`src/rtl/pipe_stage_reg.sv`:
```
// Pipeline-stage register with valid/ready handshake, optional 2-entry skid buffer, flush and stall counter.
// Latency: an accepted DI word appears on DO with OUT_VALID=1 one cycle later; sustains 1 word per cycle.
// Backpressure: SKID=1 uses a registered IN_READY that drops only when both entries are full; SKID=0 uses IN_READY = !OUT_VALID | OUT_READY.
//
// Ports:
//   CLK        rising-edge clock
//   RESET      asynchronous, active-high reset
//   FLUSH      synchronous flush; drops all held data and the word offered this cycle
//   IN_VALID   upstream has a word on DI
//   IN_READY   stage can accept DI this cycle
//   DI         upstream payload
//   OUT_VALID  DO holds a valid word
//   OUT_READY  downstream takes DO this cycle
//   DO         payload to downstream, always driven from the main register
//   STALL_CNT  saturating count of cycles with OUT_VALID=1 and OUT_READY=0
module pipe_stage_reg #(
    parameter int               WIDTH     = 32,
    parameter logic [WIDTH-1:0] RESET_VAL = '0,
    parameter bit               SKID      = 1'b1,
    parameter int               CNT_W     = 16
) (
    input  logic             CLK,
    input  logic             RESET,
    input  logic             FLUSH,
    input  logic             IN_VALID,
    output logic             IN_READY,
    input  logic [WIDTH-1:0] DI,
    output logic             OUT_VALID,
    input  logic             OUT_READY,
    output logic [WIDTH-1:0] DO,
    output logic [CNT_W-1:0] STALL_CNT
);

    typedef enum logic [1:0] {
        ST_EMPTY = 2'd0,
        ST_ONE   = 2'd1,
        ST_TWO   = 2'd2
    } state_t;

    localparam logic [CNT_W-1:0] CNT_MAX = '1;

    logic in_xfer;
    logic out_xfer;

    assign in_xfer  = IN_VALID & IN_READY;
    assign out_xfer = OUT_VALID & OUT_READY;

    // Flush cycles are not counted as stalls; the counter survives a flush.
    always_ff @(posedge CLK or posedge RESET) begin
        if (RESET) begin
            STALL_CNT <= '0;
        end else if (OUT_VALID && !OUT_READY && !FLUSH && (STALL_CNT != CNT_MAX)) begin
            STALL_CNT <= STALL_CNT + CNT_W'(1);
        end
    end

    generate
        if (SKID) begin : g_skid
            state_t           state_q;
            logic [WIDTH-1:0] main_q;
            logic [WIDTH-1:0] skid_q;
            logic             rdy_q;

            // rdy_q tracks (state != TWO) as its own flop so IN_READY never
            // depends combinationally on OUT_READY.
            always_ff @(posedge CLK or posedge RESET) begin
                if (RESET) begin
                    state_q <= ST_EMPTY;
                    main_q  <= RESET_VAL;
                    skid_q  <= '0;
                    rdy_q   <= 1'b1;
                end else if (FLUSH) begin
                    state_q <= ST_EMPTY;
                    main_q  <= RESET_VAL;
                    skid_q  <= '0;
                    rdy_q   <= 1'b1;
                end else begin
                    case (state_q)
                        ST_EMPTY: begin
                            if (in_xfer) begin
                                main_q  <= DI;
                                state_q <= ST_ONE;
                            end
                        end
                        ST_ONE: begin
                            if (in_xfer && out_xfer) begin
                                main_q <= DI;
                            end else if (in_xfer) begin
                                // Downstream stalled: park the new word behind main.
                                skid_q  <= DI;
                                state_q <= ST_TWO;
                                rdy_q   <= 1'b0;
                            end else if (out_xfer) begin
                                state_q <= ST_EMPTY;
                            end
                        end
                        ST_TWO: begin
                            if (out_xfer) begin
                                main_q  <= skid_q;
                                state_q <= ST_ONE;
                                rdy_q   <= 1'b1;
                            end
                        end
                        default: begin
                            state_q <= ST_EMPTY;
                            rdy_q   <= 1'b1;
                        end
                    endcase
                end
            end

            assign IN_READY  = rdy_q;
            assign OUT_VALID = (state_q != ST_EMPTY);
            assign DO        = main_q;
        end else begin : g_single
            logic [WIDTH-1:0] main_q;
            logic             vld_q;

            always_ff @(posedge CLK or posedge RESET) begin
                if (RESET) begin
                    main_q <= RESET_VAL;
                    vld_q  <= 1'b0;
                end else if (FLUSH) begin
                    main_q <= RESET_VAL;
                    vld_q  <= 1'b0;
                end else if (in_xfer) begin
                    main_q <= DI;
                    vld_q  <= 1'b1;
                end else if (out_xfer) begin
                    vld_q  <= 1'b0;
                end
            end

            assign IN_READY  = !vld_q || OUT_READY;
            assign OUT_VALID = vld_q;
            assign DO        = main_q;
        end
    endgenerate

endmodule
```
`config.mk`:
```
export PLATFORM = sky130hd
export DESIGN_NAME = pipe_stage_reg
export DESIGN_NICKNAME = d
export VERILOG_FILES = /design/src/rtl/pipe_stage_reg.sv
export SDC_FILE = /design/constraint.sdc
export NUM_CORES = 1
export LEC_CHECK = 0
export BUFFER_PORTS_ARGS = -buffer_cell sky130_fd_sc_hd__buf_2
export CORE_MARGIN = 1
export CORE_UTILIZATION = 55
export DETAILED_ROUTE_END_ITERATION = 6
export PLACE_DENSITY = 0.8
export SETUP_SLACK_MARGIN = 0.3
export SLEW_MARGIN = 20
export SYNTH_ARGS = -nofsm -noshare
export SYNTH_HDL_FRONTEND = slang
export SYNTH_SLANG_ARGS = --single-unit
export TNS_END_PERCENT = 10
```
`constraint.sdc`:
```
create_clock -name CLK -period 6.1 [get_ports CLK]
set_input_delay 0.915 -clock CLK [delete_from_list [all_inputs] [get_ports CLK]]
set_output_delay 0.915 -clock CLK [all_outputs]
set_load 0.02 [all_outputs]
```
======== Yosys cells after proc, flatten, opt, wreduce, memory -nomap -nowiden ========
Cells that the tools add are included.
storage, ports and cells
  register bits ........................... 83
  latch bits .............................. 0
  RAM bits ................................ 0
  ROM bits ................................ 0
  output and inout port bits .............. 50
  memories kept ........................... 0
  input port bits ......................... 37
operators by class
  muxes and demuxes ....................... 20
  add/sub/neg operators ................... 1
  eq/ne operators ......................... 11
  shift-type cells ........................ 0
  multiply operators ...................... 0
  bitwise logic cells ..................... 2
  div/mod/pow operators ................... 0
  order comparisons ....................... 0
  reductions and logical operators ........ 15
operators with widths
  cell                                                             count
  32-bit 2-to-1 mux                                                7
  32-bit one-hot mux with 3 select lines                           1
  16-bit by 1-bit adder with 16-bit output, second input constant  1
  16-bit inequality test, second input constant                    1
  3-bit inequality test, second input constant                     5
  2-bit 2-to-1 mux                                                 6
  4-bit AND reduction                                              3
  2-bit one-hot mux with 3 select lines                            1
  2-bit nonzero test                                               3
  1-bit logical AND                                                4
  1-bit 2-to-1 mux                                                 4
  2-bit inequality test, second input constant                     2
  4-bit inequality test, second input constant                     1
  4-bit nonzero test                                               1
  1-bit one-hot mux with 3 select lines                            1
  3-bit AND reduction                                              1
  1-bit bitwise AND                                                2
  2-bit by 1-bit == test with 1-bit output, second input constant  1
  2-bit == test, second input constant                             1
  1-bit logical NOT                                                2
  2-bit logical NOT                                                1

======== Depth between registers and ports, before layout ========
  depth after elaboration ................. 7
  gate-level depth with buffers ........... 6
  depth with buffers taken out ............ 5

======== Worst setup path before layout ========
OpenSTA, ideal clock, no wires.
  kind .................................... input-to-reg
  start point ............................. in FLUSH
  end point ............................... reg STALL_CNT[13]
  cell stages on the path ................. 5
  slack ................................... 3.838 ns
  buffers on the path ..................... 1
  arrival ................................. 2.135 ns
  cell sequence ........................... buf_6 or2_4 or3_4 nor3_1 mux2_1
on the way
  word-level cells in the longest chain between the ends .. 3
RTL lines
  item                            line  RTL
  start: declaration              24    input logic FLUSH,
  1-bit logical NOT               52    end else if (OUT_VALID && !OUT_READY && !FLUSH && (STALL_CNT != CNT_MAX)) begin
  1-bit logical AND (2 in a row)  52
  end signal: assignment          53    STALL_CNT <= STALL_CNT + CNT_W'(1);
  end: declaration                31    output logic [CNT_W-1:0] STALL_CNT
No other way between the ends.
A chain may end at the register's enable or synchronous reset.

======== Worst setup path after layout ========
  start point ............................. reg g_skid.state_q[0]
  end point ............................... out OUT_VALID
on the way
  word-level cells in the longest chain between the ends .. 1
RTL lines
  item                      line  RTL
  start: declaration        59    state_t state_q;
  start signal: assignment  68    state_q <= ST_EMPTY;
  start signal: assignment  73    state_q <= ST_EMPTY;
  start signal: assignment  82    state_q <= ST_ONE;
  2-bit nonzero test        113   assign OUT_VALID = (state_q != ST_EMPTY);
  end: declaration          28    output logic OUT_VALID,
No other way between the ends.

==> results.ini <==
[placement]
dpl.hpwl_um = 5260
gp_congestion = 0.761
place_inst = 543
port_buffers = 86

[clocking]
ctsLongestPathBuffers = 2
cts.sinks = 83
clk_latency_ns = 0.35
ctsHoldBuffers = 0
cts_made_buffers = 9
htreeDepth = 3
cts_resized = 0
cts_tree = yes
clkTransAtPathRegs_ns = 0.07
cts_setup_buffers = 0
root_buffer = clkbuf_8

[die]
die-height_um = 86.0
row_count = 30
start_util_pct = 57.1
die_area_um2 = 7390
die_w_um = 86.0
core_area_um2 = 6790
io_pins = 87

[timing]
finalSetupTns_ns = 0
rsz0062_at_grt = false
setup_viol = 0
fmax_ghz = 0.431
hold_viol = 0
hold_ws_ns = 0.479
fin_crit_sh_pct = 38.1
worst_slew_pin_slew_ns = 0.733
slew_headroom_pct = 51.2
fin_crit_ns = 2.32
slew_viol_final = 0
clock-skew-final_ns = 0.00991

[synthesis]
netlist_instances = 379
synth.top_cell.area_share_pct = 52.9
yosys_warnings = 0
syn_nets = 417
synth_area_um2 = 3880
synth-edff-count = 0
synth_top_area_cell = dfrtp_1
synth_cell_types = 43
ys_seq_area_share_pct = 53.6
syn_avg_cell_area_um2 = 10.2
synthFlopType = dfrtp_1
yosysMostFrequentCell = nand2_1
ys_seq_elements = 83
synthArstFlopShare_pct = 100
synth.area.top_cells = dfrtp_1 53%, nand2_1 10%, mux2i_1 8.8%
ys_top_cells_by_count = 103 x nand2_1, 82 x dfrtp_1, 34 x a21oi_1, 34 x mux2i_1, 32 x o31ai_1

[route]
postRouteAntennaNets = 0
viasPerCell = 5.33
wl_um = 8130
drt-pass1-iter-count = 4
route.detailed.drc = 0
wl_per_cell_um = 14.6
vias = 2975
drtIter0Drc = 154

[layout]
syn2layout_area_growth_pct = 18.7
multiInputGateArea_um2 = 1690
nFillCells = 538
final_cells = 558
diodes = 0
drive_gt1_share_pct = 26.0
final_nets = 496
regArea_um2 = 2080

[pwr]
pwr_density_cell_nw_per_um2 = 272
vdd_ir_drop_max_mv = 0.129
leakage_nw = 2.14

[status]
status = finished clean

[worst_hold_path]
hold_end = DO[13]$_DFFE_PP0P_
min-delay-start = DO[13]$_DFFE_PP0P_
min_path_type = flop to flop
hold_depth = 2

[critical_path]
cp_max_fo = 8
start_kind = flop
reg2reg_slack_ns = 4.18
crit_type = flop to primary output
r2r_cells = 5
r2r-end = STALL_CNT[1]$_DFFE_PP0P_
end_kind = primary output
crit_arrival_ns = 1.41
crit_required_ns = 5.18
rr_startpoint = STALL_CNT[0]$_DFFE_PP0P_

[grt]
grt_max_degree = 84
grt.total_usage_pct = 22.9
antenna_found_initial = 0
grt_pass1_vias = 2729
grt_pass1_wl_um = 13000
grt.overflow.total = 0

[flow_run]
cap_violations = 0

-- layout by cell type (no fill, tap or decap), types with 3 or more instances in the layout --
cell type,n
a21oi_1,34
buf_2,86
buf_4,4
clkbuf_8,9
clkinv_2,3
dfrtp_1,82
mux2_1,3
mux2i_1,34
nand2_1,103
nand3_1,9
nand4_1,3
nor2_1,3
nor3_1,5
nor4_1,3
o31ai_1,32
xnor2_1,3
xor2_1,10
-- registers in the layout (all words and copies together) (netlist names) --
signal / flops
g_skid.state_q: 2
DO: 32
IN_READY: 1
STALL_CNT: 16
g_skid.skid_q: 32
-- per-layer routing --
metal	part of all wire, %	track usage, %
met1	46	32.2
met2	49	35.4
met3	3.5	3.56
met4	1.6	9.85
met5	0	0
-- power breakdown --
part           leakage (nW)  total [mW]  switching [mW]  internal (mW)
clock network         0.106       0.417           0.189          0.228
logic                 0.917       0.207           0.134         0.0738
registers              1.11       0.630          0.0392          0.591
-- cells by family after synthesis --
logic type	count (synthesis)	share of synthesized area [%]
buffers and inverters	28	3.26
multiplexers	37	9.64
adder cells (fa/ha/maj)	1	0.322
flip-flops	83	53.6
AND/OR/NAND/NOR	147	18.5
XOR/XNOR	13	2.93
AO/OA/AOI/OAI	70	11.8
-- critical path, cell delays in order, from the launching register on --
cell and delay [ns]:
dfrtp_1 0.48, nor2_1 0.27, inv_1 0.14, buf_2 0.18
-- worst max-delay path by stage --
stage                                  startpoint  cells after the start  slack (ns)                 end
floorplan                                   RESET                      1        3.05   DO[0]$_DFFE_PP0P_
global placement                            FLUSH                      5        3.62  DO[21]$_DFFE_PP0P_
detailed placement                          FLUSH                      6        3.53  DO[19]$_DFFE_PP0P_
CTS                 g_skid.state_q[0]$_DFFE_PP0P_                      3        3.76           OUT_VALID
global route        g_skid.state_q[0]$_DFFE_PP0P_                      3        3.70           OUT_VALID
finish              g_skid.state_q[0]$_DFFE_PP0P_                      3        3.78           OUT_VALID
-- per-stage QoR --
step	util, %	worst slack (ns)	total power [mW]	cell area [um2]
detailed placement	64.7	3.53	0.851	4400
CTS	67.7	3.76	1.26	4600
global route	67.8	3.70	1.31	4610
global placement	64.3	3.62	0.842	4370
finish	67.8	3.78	1.25	4610
floorplan	-	3.05	0.773	3880
-- final cells by class --
type                    count  share of cell area [%]
well taps                  96                    2.61
inverters                   4                   0.353
flip-flops and latches     83                    45.1
clock inverters             5                    1.71
repair buffers             92                    10.8
multi-input cells         268                    36.6
clock buffers              10                    2.77
No activity file was read; power rests on OpenSTA's default activity.
